==> src/rtl/mem_region_controller.sv <==
// mem_region_controller
// Decodes a CPU bus request into one of NUM_REGIONS address windows and
// drives the selected synchronous RAM/ROM through a small request/ready FSM.
// Optional build macro: MEM_REGION_FAULT_EN. When defined, oFault is a sticky
// fault flag and oFaultAddress holds the first faulting address. When it is
// undefined, both outputs are tied to zero.
//
// Handshake: the requester raises iReadEnable or iWriteEnable and holds it
// (with stable address/data) until oReady. oReady is a single-cycle
// completion pulse. A request is sampled only while the FSM is IDLE.
// Requests that arrive while the FSM is busy are ignored, not queued.
module mem_region_controller #(
  parameter int                        NUM_REGIONS     = 5,
  parameter int                        READ_LATENCY    = 1,
  parameter logic [NUM_REGIONS*32-1:0] REGION_BASE     = {32'h9000_0000, 32'h8000_0000,
                                                          32'h1001_0000, 32'h0040_0000,
                                                          32'h0000_0000},
  parameter logic [NUM_REGIONS*32-1:0] REGION_LIMIT    = {32'h9000_07FF, 32'h8000_1FFF,
                                                          32'h1001_1FFF, 32'h0040_3FFF,
                                                          32'h0000_01FF},
  parameter logic [NUM_REGIONS-1:0]    REGION_WRITABLE = 5'b11110
) (
  input  logic                      iCLK,
  input  logic                      iRST,
  input  logic                      iReadEnable,
  input  logic                      iWriteEnable,
  input  logic [3:0]                iByteEnable,
  input  logic [31:0]               iAddress,
  input  logic [31:0]               iWriteData,
  output logic [31:0]               oReadData,
  output logic                      oReady,
  output logic                      oBusy,
  output logic [NUM_REGIONS-1:0]    oMemSel,
  output logic [NUM_REGIONS-1:0]    oMemWren,
  output logic [29:0]               oMemAddress,
  output logic [3:0]                oMemByteEnable,
  output logic [31:0]               oMemWriteData,
  input  logic [NUM_REGIONS*32-1:0] iMemReadData,
  output logic                      oFault,
  output logic [31:0]               oFaultAddress,
  output logic [1:0]                oDbgState
);

  typedef enum logic [1:0] {
    S_IDLE   = 2'd0,
    S_ACCESS = 2'd1,
    S_WAIT   = 2'd2,
    S_RESP   = 2'd3
  } state_t;

  localparam logic [1:0] LAST_WAIT = 2'(READ_LATENCY - 1);

  state_t                 r_state;
  logic [NUM_REGIONS-1:0] r_sel;
  logic [NUM_REGIONS-1:0] r_wren;
  logic [29:0]            r_offset;
  logic [3:0]             r_be;
  logic [31:0]            r_wdata;
  logic                   r_is_write;
  logic                   r_flt;
  logic [1:0]             r_cnt;
  logic [31:0]            r_rdata;
  logic                   r_ready;

  logic                   w_hit;
  logic [NUM_REGIONS-1:0] w_sel;
  logic [29:0]            w_offset;
  logic                   w_fault;
  logic [31:0]            w_q;

  // Address decode: scan from the highest index down so the lowest-index hit wins.
  always_comb begin
    w_hit    = 1'b0;
    w_sel    = '0;
    w_offset = '0;
    for (int i = NUM_REGIONS - 1; i >= 0; i--) begin
      if ((iAddress >= REGION_BASE[32*i +: 32]) && (iAddress <= REGION_LIMIT[32*i +: 32])) begin
        w_hit    = 1'b1;
        w_sel    = NUM_REGIONS'(1) << i;
        w_offset = 30'((iAddress - REGION_BASE[32*i +: 32]) >> 2);
      end
    end
    // Unmapped, or a write into a region whose protection bit is clear.
    w_fault = ~w_hit | (iWriteEnable & ~(|(w_sel & REGION_WRITABLE)));
  end

  // Read-data mux: pick the q slice of the latched region.
  always_comb begin
    w_q = '0;
    for (int i = 0; i < NUM_REGIONS; i++) begin
      if (r_sel[i]) w_q = iMemReadData[32*i +: 32];
    end
  end

  // Main request/ready FSM with registered outputs.
  always_ff @(posedge iCLK) begin
    if (iRST) begin
      r_state    <= S_IDLE;
      r_sel      <= '0;
      r_wren     <= '0;
      r_offset   <= '0;
      r_be       <= '0;
      r_wdata    <= '0;
      r_is_write <= 1'b0;
      r_flt      <= 1'b0;
      r_cnt      <= '0;
      r_rdata    <= '0;
      r_ready    <= 1'b0;
    end else begin
      r_ready <= 1'b0;
      r_wren  <= '0;
      case (r_state)
        S_IDLE: begin
          if (iWriteEnable || iReadEnable) begin
            r_state    <= S_ACCESS;
            r_sel      <= w_fault ? '0 : w_sel;
            r_wren     <= (iWriteEnable && !w_fault) ? w_sel : '0;
            r_offset   <= w_offset;
            r_be       <= iByteEnable;
            r_wdata    <= iWriteData;
            r_is_write <= iWriteEnable;
            r_flt      <= w_fault;
          end
        end
        S_ACCESS: begin
          if (r_flt || r_is_write) begin
            r_state <= S_RESP;
            r_ready <= 1'b1;
            r_sel   <= '0;
            // A faulted read completes with zero data, never a stale value.
            if (r_flt && !r_is_write) r_rdata <= '0;
          end else begin
            r_state <= S_WAIT;
            r_cnt   <= '0;
          end
        end
        S_WAIT: begin
          if (r_cnt == LAST_WAIT) begin
            r_rdata <= w_q;
            r_state <= S_RESP;
            r_ready <= 1'b1;
            r_sel   <= '0;
          end else begin
            r_cnt <= r_cnt + 2'd1;
          end
        end
        S_RESP: begin
          r_state <= S_IDLE;
        end
        default: r_state <= S_IDLE;
      endcase
    end
  end

`ifdef MEM_REGION_FAULT_EN
  logic        r_fault;
  logic [31:0] r_fault_addr;
  logic [31:0] r_req_addr;

  // Sticky fault flag: it rises with the oReady of the first faulted access.
  // It is cleared only by reset.
  always_ff @(posedge iCLK) begin
    if (iRST) begin
      r_fault      <= 1'b0;
      r_fault_addr <= '0;
      r_req_addr   <= '0;
    end else begin
      if (r_state == S_IDLE && (iWriteEnable || iReadEnable)) r_req_addr <= iAddress;
      if (r_state == S_ACCESS && r_flt && !r_fault) begin
        r_fault      <= 1'b1;
        r_fault_addr <= r_req_addr;
      end
    end
  end

  assign oFault        = r_fault;
  assign oFaultAddress = r_fault_addr;
`else
  assign oFault        = 1'b0;
  assign oFaultAddress = '0;
`endif

  // The write strobe is masked by reset so a write caught in ACCESS is never issued.
  assign oMemWren       = r_wren & {NUM_REGIONS{~iRST}};
  assign oMemSel        = r_sel;
  assign oMemAddress    = r_offset;
  assign oMemByteEnable = r_be;
  assign oMemWriteData  = r_wdata;
  assign oReadData      = r_rdata;
  assign oReady         = r_ready;
  assign oBusy          = (r_state != S_IDLE);
  assign oDbgState      = r_state;

endmodule

==> config.mk <==
export PLATFORM = sky130hd
export DESIGN_NAME = mem_region_controller
export DESIGN_NICKNAME = d
export VERILOG_FILES = /design/src/rtl/mem_region_controller.sv
export SDC_FILE = /design/constraint.sdc
export NUM_CORES = 1
export LEC_CHECK = 0
export BUFFER_PORTS_ARGS = -buffer_cell sky130_fd_sc_hd__buf_4
export CORE_AREA = 3 3 144 146
export CTS_CLUSTER_SIZE = 24
export DETAILED_ROUTE_END_ITERATION = 12
export DIE_AREA = 0 0 147 149
export PLACE_DENSITY = 0.7
export RECOVER_POWER = 25
export SLEW_MARGIN = 20
export SYNTH_ARGS = -nofsm -noshare
export SYNTH_HDL_FRONTEND = slang
export SYNTH_SLANG_ARGS = --single-unit
==> constraint.sdc <==
create_clock -name iCLK -period 2.9 [get_ports iCLK]
set_clock_uncertainty 0.2 [all_clocks]
set_input_delay 0.29 -clock iCLK [delete_from_list [all_inputs] [get_ports iCLK]]
set_output_delay 0.29 -clock iCLK [all_outputs]
set_load 0.005 [all_outputs]
==> flow_summary.ini <==
[final_layout]
register_area_um2 = 2310
drive_gt1_share_pct = 35.1
multi_input_area_um2 = 3840
fillers = 1826
layout.nets = 1492
areaGrowthSynthToFinish_pct = 65.1
post-route-util_pct = 54.1
final_cell_area_um2 = 10600

[status]
status = complete, no violations

[critical_path]
r2r-start = oDbgState[0]
end_kind = flop
crit_end = r_wren[4]
r2r_slack_ns = 0.49
start_kind = primary input
cp_data_required_time_ns = 3.04
crit_arrival_ns = 2.96
cp-startpoint = iAddress[14]
r2r_end = oMemSel[3]
crit_type = in -> reg
ff2ff_path_depth = 9
crit_fanout = 4

[power_and_ir_drop]
p_total_mw = 5.80
switching_share_pct = 32.8
leakage_nw = 4.56
clkPwrFrac_pct = 38.2
p_switching_mw = 1.90
seqPwrFrac_pct = 32.1
p_per_area_nw_per_um2 = 549
ir_drop_mv = 0.439
power_frac_comb_pct = 29.7
p_int_mw = 3.90

[route]
wl_per_cell_um = 17.6
vias = 7709
first_pass_iters = 5
ant_nets = 0
viasPerCell = 5.05
drc = 0
first_iter_violations = 362
totalWireLength_um = 26800

[min_path]
hold_path_class = in -> reg
whs_path_depth = 5

[timing]
finalHoldViolCount = 0
period_minus_slack_ns = 2.82
finalSetupTns_ns = 0
period_share_pct = 97.2
slew_headroom_pct = 43.1
fmax_ghz = 0.355
slew_violations = 0
tightest_slew_ns = 0.854
final-setup-viol-count = 0

[clocking]
cts_tree = built
clockRootBuffer = clkbuf_16
cts_buffers = 17
cts_max_level = 4
clkTransAtPathRegs_ns = 0.06
clock_latency_ns = 0.40
clock-sinks = 115
cts_buffer_depth = 2

[floorplanning]
initial_core_util_pct = 32.8
die_w_um = 147
fp-row-count = 51
fp.dieH_um = 149
core_area_um2 = 19500
io_pins = 377
dieArea_um2 = 21900

[synth]
yosys-top-cells-area = dfxtp_1 (36%), nand2_1 (7.7%), a21oi_1 (7.3%)
synth_edf_count = 0
async_flop_share_pct = 0
synth_cells = 852
syn_area_um2 = 6400
yosysTopAreaCell = dfxtp_1
synth_ff_type = dfxtp_1
yosys.area.top_type_share_pct = 36.0
ys_ff_latch = 115
avgSynthCellArea_um2 = 7.52
synth_warnings = 0
yosysMostFrequentCell = nand2_1
yosysSeqAreaShare_pct = 36.0
synth_commonest_cells = nand2_1 (132), dfxtp_1 (115), a21oi_1 (93), nor2_1 (75), clkbuf_1 (56)
synth.distinct_cells = 64

[placed_design]
place_area_um2 = 9290
portBuffers = 343
post-dp-hpwl_um = 19600
gp_congestion = 0.870

[global_routing]
grt_max_degree = 65
grt_use_total_pct = 23.3
antenna_found_initial = 1
grt_pass1_vias = 7654
grt_pass1_wl_um = 40800
overflow = 0

[job]
max-cap-violations = 0
==> metal layers <==
metal	up-vias	track usage (%)	wire, um
li1	3782	-	-
met1	3560	26.2	10400
met2	321	40.5	13200
met3	46	8.17	2460
met4	0	9.04	828
met5	-	0	0
==> sequential cells by signal (all words and copies together), names as in the netlist <==
name            cells
r_is_write          1
oMemAddress        30
oDbgState           2
r_cnt               2
oReady              1
oMemWriteData      32
r_flt               1
r_wren              5
oReadData          32
oMemSel             5
oMemByteEnable      4
==> critical path: stages <==
cell           delay [ns]
dlygate4sd3_1        0.54
buf_4                0.15
or3_4                0.41
nor3_4               0.21
a211oi_2             0.09
buf_4                0.16
or3b_4               0.42
buf_4                0.15
nand3_2              0.07
o21ai_2              0.06
a211o_1              0.29
nor2_1               0.11
==> through the flow <==
stage | hold slack [ns] | instances | worst slack, ns
6_report | 0.0379 | 1527 | 0.0816
5_1_grt | 0.0582 | 1527 | -0.0449
4_1_cts | 0.00989 | 1524 | 0.0192
3_5_place_dp | 0.247 | 1435 | 0.0174
3_3_place_gp | 0.242 | 1435 | 0.0602
2_1_floorplan | 0.216 | 885 | 0.350
==> power by group through the flow <==
stage	Combinational, mW	Clock (mW)	Sequential (mW)
2_1_floorplan	0.803	0	1.89
3_3_place_gp	1.65	0	1.89
3_5_place_dp	1.67	0	1.89
4_1_cts	1.74	2.26	1.86
5_1_grt	1.90	2.34	1.88
6_report	1.72	2.22	1.86
==> final cells by class <==
cell class	instances	area share, %
antenna	1	0.0237
clock buffer	19	4.28
clock inverter	13	1.63
inverter	17	0.604
multi-input combinational	658	36.3
sequential	115	21.8
tap	265	3.14
timing repair buffer	439	32.2
==> logic make-up (layout without fill, tap and decap cells) <==
family | count (synthesis) | after routing | synth area share (%)
adders and majority gates | 12 | 12 | 2.34
buffers and inverters | 112 | 488 | 8.66
DFF | 115 | 115 | 36.0
other | 1 | 35 | 0.0586
and+or+nand+nor | 353 | 353 | 26.5
xor gates and xnor gates | 2 | 2 | 0.274
AOI/OAI and AO/OA | 256 | 256 | 26.0
muxes | 1 | 1 | 0.156
==> how the worst min path moves through the flow <==
| stage | startpoint | endpoint |
|---|---|---|
| after floorplan | iAddress[2] | oMemAddress[0] |
| after CTS | iMemReadData[146] | oReadData[18] |
| after global routing | iMemReadData[147] | oReadData[19] |
| final | iMemReadData[157] | oReadData[29] |
| after global placement | r_cnt[1] | r_cnt[1] |
| after detailed placement | oMemWriteData[19] | oMemWriteData[19] |
==> placed cells by master (no fill, tap or decap), types with 5 or more instances in the layout <==
cell type / n
dlygate4sd3_1: 55
nor3_1: 40
and3_1: 5
clkbuf_4: 38
nand3_1: 11
a221oi_1: 34
a22oi_1: 34
nand4_1: 6
o21ai_0: 41
buf_4: 323
ha_1: 11
o31ai_1: 6
nor2b_1: 37
nor2_1: 71
nand2_1: 132
inv_1: 16
dfxtp_1: 112
conb_1: 34
clkinv_4: 5
a21oi_1: 92
clkbuf_1: 18
a22o_1: 14
clkbuf_16: 17
==> what timing repair did <==
item / 4_1_cts / 5_1_grt
endpoints found under the setup margin: 0 / 34
hold buffers: 57 / 0
resized for setup: 0 / 28
buffers inserted: 0 / 4
endpoints found under the hold margin: 57 / 0
(Power assumes the default switching activity.)
